File: src/rtl/dtc_dcw_sched.sv
// rtl/dtc_dcw_sched.sv - DTC control-word scheduler: loop word or stepped calibration sweep.
// Optional DTCSCHED_SLEW_EN: slew-limited hand-back from calibration code to loop word.
module dtc_dcw_sched #(
  parameter int DTC_L      = 12,
  parameter int SETTLE_CYC = 4,
  parameter int MEAS_CYC   = 16,
  parameter int SLEW_STEP  = 64
) (
  input  logic             REFDTC,
  input  logic             sync_nrst,
  input  logic [DTC_L-1:0] LOOP_DCW,
  input  logic             CAL_START,
  input  logic             CAL_ABORT,
  input  logic [DTC_L-1:0] CAL_CODE0,
  input  logic [DTC_L-1:0] CAL_STEP,
  input  logic [7:0]       CAL_NPT,
  output logic [DTC_L-1:0] DCW_OUT,
  output logic             DCW_SRC,
  output logic             MEAS_EN,
  output logic [7:0]       CAL_IDX,
  output logic             CAL_BUSY,
  output logic             CAL_DONE
);

  typedef enum logic [2:0] {
    ST_IDLE   = 3'd0,
    ST_SETTLE = 3'd1,
    ST_MEAS   = 3'd2,
    ST_STEP   = 3'd3,
    ST_RETURN = 3'd4
  } state_t;

  localparam int CNT_MAX = (SETTLE_CYC > MEAS_CYC) ? SETTLE_CYC : MEAS_CYC;
  localparam int CNT_W   = $clog2(CNT_MAX + 1);

`ifdef DTCSCHED_SLEW_EN
  localparam int RET_STEP = SLEW_STEP;
`else
  // A step of the full code range makes the hand-back a single jump.
  localparam int RET_STEP = (1 << DTC_L) + 0 * SLEW_STEP;
`endif

  localparam logic [DTC_L:0]   RET_LIM    = (DTC_L+1)'(RET_STEP);
  localparam logic [CNT_W-1:0] SETTLE_END = CNT_W'(SETTLE_CYC - 1);
  localparam logic [CNT_W-1:0] MEAS_END   = CNT_W'(MEAS_CYC - 1);

  state_t             state_q, state_d;
  logic [DTC_L-1:0]   code_q, code_d;
  logic [7:0]         idx_q, idx_d;
  logic [CNT_W-1:0]   cnt_q, cnt_d;
  logic               ret_seen_q, ret_seen_d;
  logic [DTC_L-1:0]   dcw_out_q, dcw_out_d;
  logic               dcw_src_q, dcw_src_d;
  logic               meas_en_q, meas_en_d;
  logic               cal_busy_q, cal_busy_d;
  logic               cal_done_q, cal_done_d;

  logic [7:0]         npt_eff;
  logic               last_pt;
  logic [DTC_L:0]     code_sum;
  logic [DTC_L-1:0]   code_next;
  logic [DTC_L:0]     ret_gap;
  logic [DTC_L-1:0]   ret_dcw;

  always_comb begin
    npt_eff   = (CAL_NPT == 8'd0) ? 8'd1 : CAL_NPT;
    last_pt   = ({1'b0, idx_q} + 9'd1) >= {1'b0, npt_eff};
    code_sum  = {1'b0, code_q} + {1'b0, CAL_STEP};
    code_next = code_sum[DTC_L] ? {DTC_L{1'b1}} : code_sum[DTC_L-1:0];

    // Move the delivered word toward the loop word by at most RET_LIM.
    ret_gap = '0;
    ret_dcw = LOOP_DCW;
    if (LOOP_DCW >= dcw_out_q) begin
      ret_gap = {1'b0, LOOP_DCW} - {1'b0, dcw_out_q};
      if (ret_gap > RET_LIM) ret_dcw = dcw_out_q + RET_LIM[DTC_L-1:0];
    end else begin
      ret_gap = {1'b0, dcw_out_q} - {1'b0, LOOP_DCW};
      if (ret_gap > RET_LIM) ret_dcw = dcw_out_q - RET_LIM[DTC_L-1:0];
    end
  end

  always_comb begin
    state_d    = state_q;
    code_d     = code_q;
    idx_d      = idx_q;
    cnt_d      = cnt_q;
    ret_seen_d = ret_seen_q;

    case (state_q)
      ST_IDLE: begin
        ret_seen_d = 1'b0;
        if (CAL_START && !CAL_ABORT) begin
          state_d = ST_SETTLE;
          code_d  = CAL_CODE0;
          idx_d   = 8'd0;
          cnt_d   = '0;
        end
      end
      ST_SETTLE: begin
        if (CAL_ABORT) begin
          state_d = ST_RETURN;
          cnt_d   = '0;
        end else if (cnt_q == SETTLE_END) begin
          state_d = ST_MEAS;
          cnt_d   = '0;
        end else begin
          cnt_d = cnt_q + 1'b1;
        end
      end
      ST_MEAS: begin
        if (CAL_ABORT) begin
          state_d = ST_RETURN;
          cnt_d   = '0;
        end else if (cnt_q == MEAS_END) begin
          state_d = ST_STEP;
          cnt_d   = '0;
        end else begin
          cnt_d = cnt_q + 1'b1;
        end
      end
      ST_STEP: begin
        if (CAL_ABORT || last_pt) begin
          state_d = ST_RETURN;
        end else begin
          state_d = ST_SETTLE;
          code_d  = code_next;
          idx_d   = idx_q + 8'd1;
          cnt_d   = '0;
        end
      end
      ST_RETURN: begin
        ret_seen_d = 1'b1;
`ifdef DTCSCHED_SLEW_EN
        if (ret_dcw == LOOP_DCW) state_d = ST_IDLE;
`else
        state_d = ST_IDLE;
`endif
      end
      default: state_d = ST_IDLE;
    endcase

    // Outputs are registered images of the state being left at this edge.
    case (state_q)
      ST_IDLE:   dcw_out_d = LOOP_DCW;
      ST_RETURN: dcw_out_d = ret_dcw;
      default:   dcw_out_d = code_q;
    endcase
    dcw_src_d  = (state_q == ST_SETTLE) || (state_q == ST_MEAS) || (state_q == ST_STEP);
    meas_en_d  = (state_q == ST_MEAS) && !CAL_ABORT;
    cal_busy_d = (state_q != ST_IDLE);
    cal_done_d = (state_q == ST_RETURN) && !ret_seen_q;
  end

  always_ff @(posedge REFDTC or negedge sync_nrst) begin
    if (!sync_nrst) begin
      state_q    <= ST_IDLE;
      code_q     <= '0;
      idx_q      <= 8'd0;
      cnt_q      <= '0;
      ret_seen_q <= 1'b0;
      dcw_out_q  <= '0;
      dcw_src_q  <= 1'b0;
      meas_en_q  <= 1'b0;
      cal_busy_q <= 1'b0;
      cal_done_q <= 1'b0;
    end else begin
      state_q    <= state_d;
      code_q     <= code_d;
      idx_q      <= idx_d;
      cnt_q      <= cnt_d;
      ret_seen_q <= ret_seen_d;
      dcw_out_q  <= dcw_out_d;
      dcw_src_q  <= dcw_src_d;
      meas_en_q  <= meas_en_d;
      cal_busy_q <= cal_busy_d;
      cal_done_q <= cal_done_d;
    end
  end

  assign DCW_OUT  = dcw_out_q;
  assign DCW_SRC  = dcw_src_q;
  assign MEAS_EN  = meas_en_q;
  assign CAL_IDX  = idx_q;
  assign CAL_BUSY = cal_busy_q;
  assign CAL_DONE = cal_done_q;

endmodule

File: config.mk
export PLATFORM = sky130hd
export DESIGN_NAME = dtc_dcw_sched
export DESIGN_NICKNAME = d
export VERILOG_FILES = /design/src/rtl/dtc_dcw_sched.sv
export SDC_FILE = /design/constraint.sdc
export NUM_CORES = 1
export LEC_CHECK = 0
export CORE_MARGIN = 1.5
export CORE_UTILIZATION = 54
export CTS_CLUSTER_DIAMETER = 200
export DETAILED_ROUTE_END_ITERATION = 6
export PLACE_DENSITY = 0.82
export SLEW_MARGIN = 10
export SYNTH_ARGS = -nofsm -noshare
export SYNTH_HDL_FRONTEND = slang
export SYNTH_SLANG_ARGS = --single-unit
export TNS_END_PERCENT = 10
File: constraint.sdc
create_clock -name REFDTC -period 3.69 [get_ports REFDTC]
set_input_delay 0.9225 -clock REFDTC [delete_from_list [all_inputs] [get_ports REFDTC]]
set_output_delay 0.9225 -clock REFDTC [all_outputs]
set_load 0.02 [all_outputs]
==> out/metrics.csv <==
metric,value,unit
CTS Sinks,45,
FP Rows,30,
worst slew pin tran,0.983,ns
Synthesis Warnings,0,
Vias,3567,
met1 usage,35.9,%
Die Span Y,87.7,µm
post-CTS setup buffers,0,
DRC,0,
startpoint types,input port,
Final ANT Viol Nets,0,
Clock Latency Late Sink,0.30,ns
Worst-path clk slew,0.09,ns
Setup CP Type,input port to flop,
maximum clock frequency,0.285,GHz
CP required,3.91,ns
Async SR Flop Fraction,100,%
leakage,0.00244,µW
CTS Hold Buffers Added,0,
pre-CTS WS,-0.0897,ns
Fill cells,540,
fin crit share,95.1,%
RSZ-0062 raised after global routing,false,
first-pass GRT wire length,15800,µm
Port Buf Inserts,71,
core area,6870,µm²
Power Density,647,nW/µm²
instance count of the mapped netlist,457,
Hold WS,0.450,ns
Final HPWL DP,7460,µm
Nets,641,
met2 usage,43.1,%
wire per inst,14.6,µm
Buf/Inv on CP,3,
drt via density,5.56,
"Power, Total",3170,µW
number of synthesized register bits,45,
PnR worst setup slack,0.182,ns
final hold vios,0,
"count leader, synth",nand2_1,
hold path cells,1,
share of cells above drive strength 1,8.44,%
vias in the first global route,3418,
mapped cell area,3870,µm²
worst r2r path cells,11,
critical path endpoint category,flop,
Tot GR Track Use,25.8,%
synth top area cells,"dfrtp_1 29%, ha_1 16%, mux2i_1 6.5%",
cell area after layout,4900,µm²
CP max stage delay,0.53,ns
register area share after synthesis,29.1,%
Area Overhead vs Synth,26.7,%
final wirelength,9330,µm
TritonCTS clock tree,built,
max cap viols,0,
relative slew slack,34.5,%
"area leader, netlist",dfrtp_1,
number of synthesized flops with an enable pin,0,
CP top delay family,simple AND/OR/NAND/NOR gates,
GR Util met3,2.45,%
Congestion Overflow GR,0,
Post-Syn Nets,554,
First-pass DRT Iterations,6,
DRT iter0 DRCs,218,
Root Buffer,clkbuf_8,
Worst Path Max Fanout,12,
Setup-failing EPs final,0,
I/O pin total,72,
Post-DP Area,4810,µm²
Worst Skew,0.00393,ns
chip width,87.7,µm
Worst Path Arrival,3.73,ns
worst min path class,flop to flop,
global route hottest layer,met2,
Worst path depth,11,
initial antenna violation count,0,
Slew Limit Fails,0,
largest net degree at the start of global routing,46,
CTS buffer count,5,
Final Util,71.4,%
ys flop type,dfrtp_1,
routability cong.,0.998,
initial core utilization,56.3,%
post-cts resize count,0,
crit path max-delay cell type,or4_1,
Synth top area share,29.1,%
H-tree depth,2,
Tmin final,3.51,ns
Clock Path Buffers,2,
Synth Area per Inst,8.47,µm²
diodes inserted,0,
die area,7680,µm²
Synth top cells by count,"50 x nand2_1, 48 x ha_1, 45 x dfrtp_1, 45 x inv_1, 42 x o21ai_0",
run status,"finished, final reports clean",
VDD IR max,303,µV
Cell variety after synth,59,
worst-path cell chain,clkdlybuf4s50_1 -> inv_1 -> ha_1 -> or2b_2 -> o2111ai_1 -> or4_1 -> nor4_1 -> nand4_1 -> a21oi_2 -> buf_12 -> mux2i_1,
layout by cell type, fill, tap and decap left out, drive strengths merged, types with 11 or more instances in the layout:
| cell | instances |
|---|---|
| clkdlybuf4s50 | 70 |
| nor2 | 29 |
| buf | 24 |
| inv | 46 |
| mux2i | 25 |
| nand2 | 50 |
| o21ai | 42 |
| o22ai | 13 |
| nand3 | 11 |
| a21oi | 25 |
| ha | 48 |
| dfrtp | 45 |
layer usage:
metal / vias up / routed length [µm]
met5: - / 0
met4: 0 / 129
met3: 13 / 390
met2: 94 / 4470
met1: 1674 / 4330
li1: 1786 / -
power by group:
part	switching [µW]	internal, µW	total, µW
logic	1060	966	2030
registers	166	659	825
clock network	180	135	315
total	1410	1760	3170
worst paths after layout:
kind	slack (ns)	startpoint	end
min	0.45	ret_seen_q	CAL_DONE
min in group asynchronous	0.77	sync_nrst	code_q[3]
max	0.18	LOOP_DCW[11]	DCW_OUT[11]
max in group asynchronous	2.31	sync_nrst	cnt_q[4]
min reg2reg	0.45	ret_seen_q	CAL_DONE
max reg2reg	0.81	CAL_IDX[0]	cnt_q[2]
registers in the layout, summed over array words and instances, names as in the netlist, 3 cells and up:
register,flops
DCW_OUT,12
cnt_q,5
code_q,12
CAL_IDX,8
state_q,3
cells by family after synthesis:
logic type      share of synthesized area (%)
buf+inv                                  6.53
xor+xnor                                 4.53
mux                                      7.15
flops                                    29.1
simple gates                             15.7
compound gates                           21.0
fa+ha+maj                                16.0
through the flow:
| step | cells | setup TNS, ns |
|---|---|---|
| 2_1_floorplan | 457 | 0 |
| 3_3_place_gp | 633 | 0 |
| 3_5_place_dp | 633 | -0.766 |
| 4_1_cts | 641 | 0 |
| 5_1_grt | 641 | 0 |
| 6_report | 641 | 0 |
area by class of cell:
cell class | count | area (µm²) | area share [%]
inverter | 45 | 169 | 3.44
multi-input combinational | 353 | 2490 | 50.9
clock inverter | 3 | 21.3 | 0.434
clock buffer | 5 | 68.8 | 1.40
sequential | 45 | 1130 | 23.0
timing repair buffer | 94 | 903 | 18.4
tap | 96 | 120 | 2.45
(Power assumes the default switching activity.)
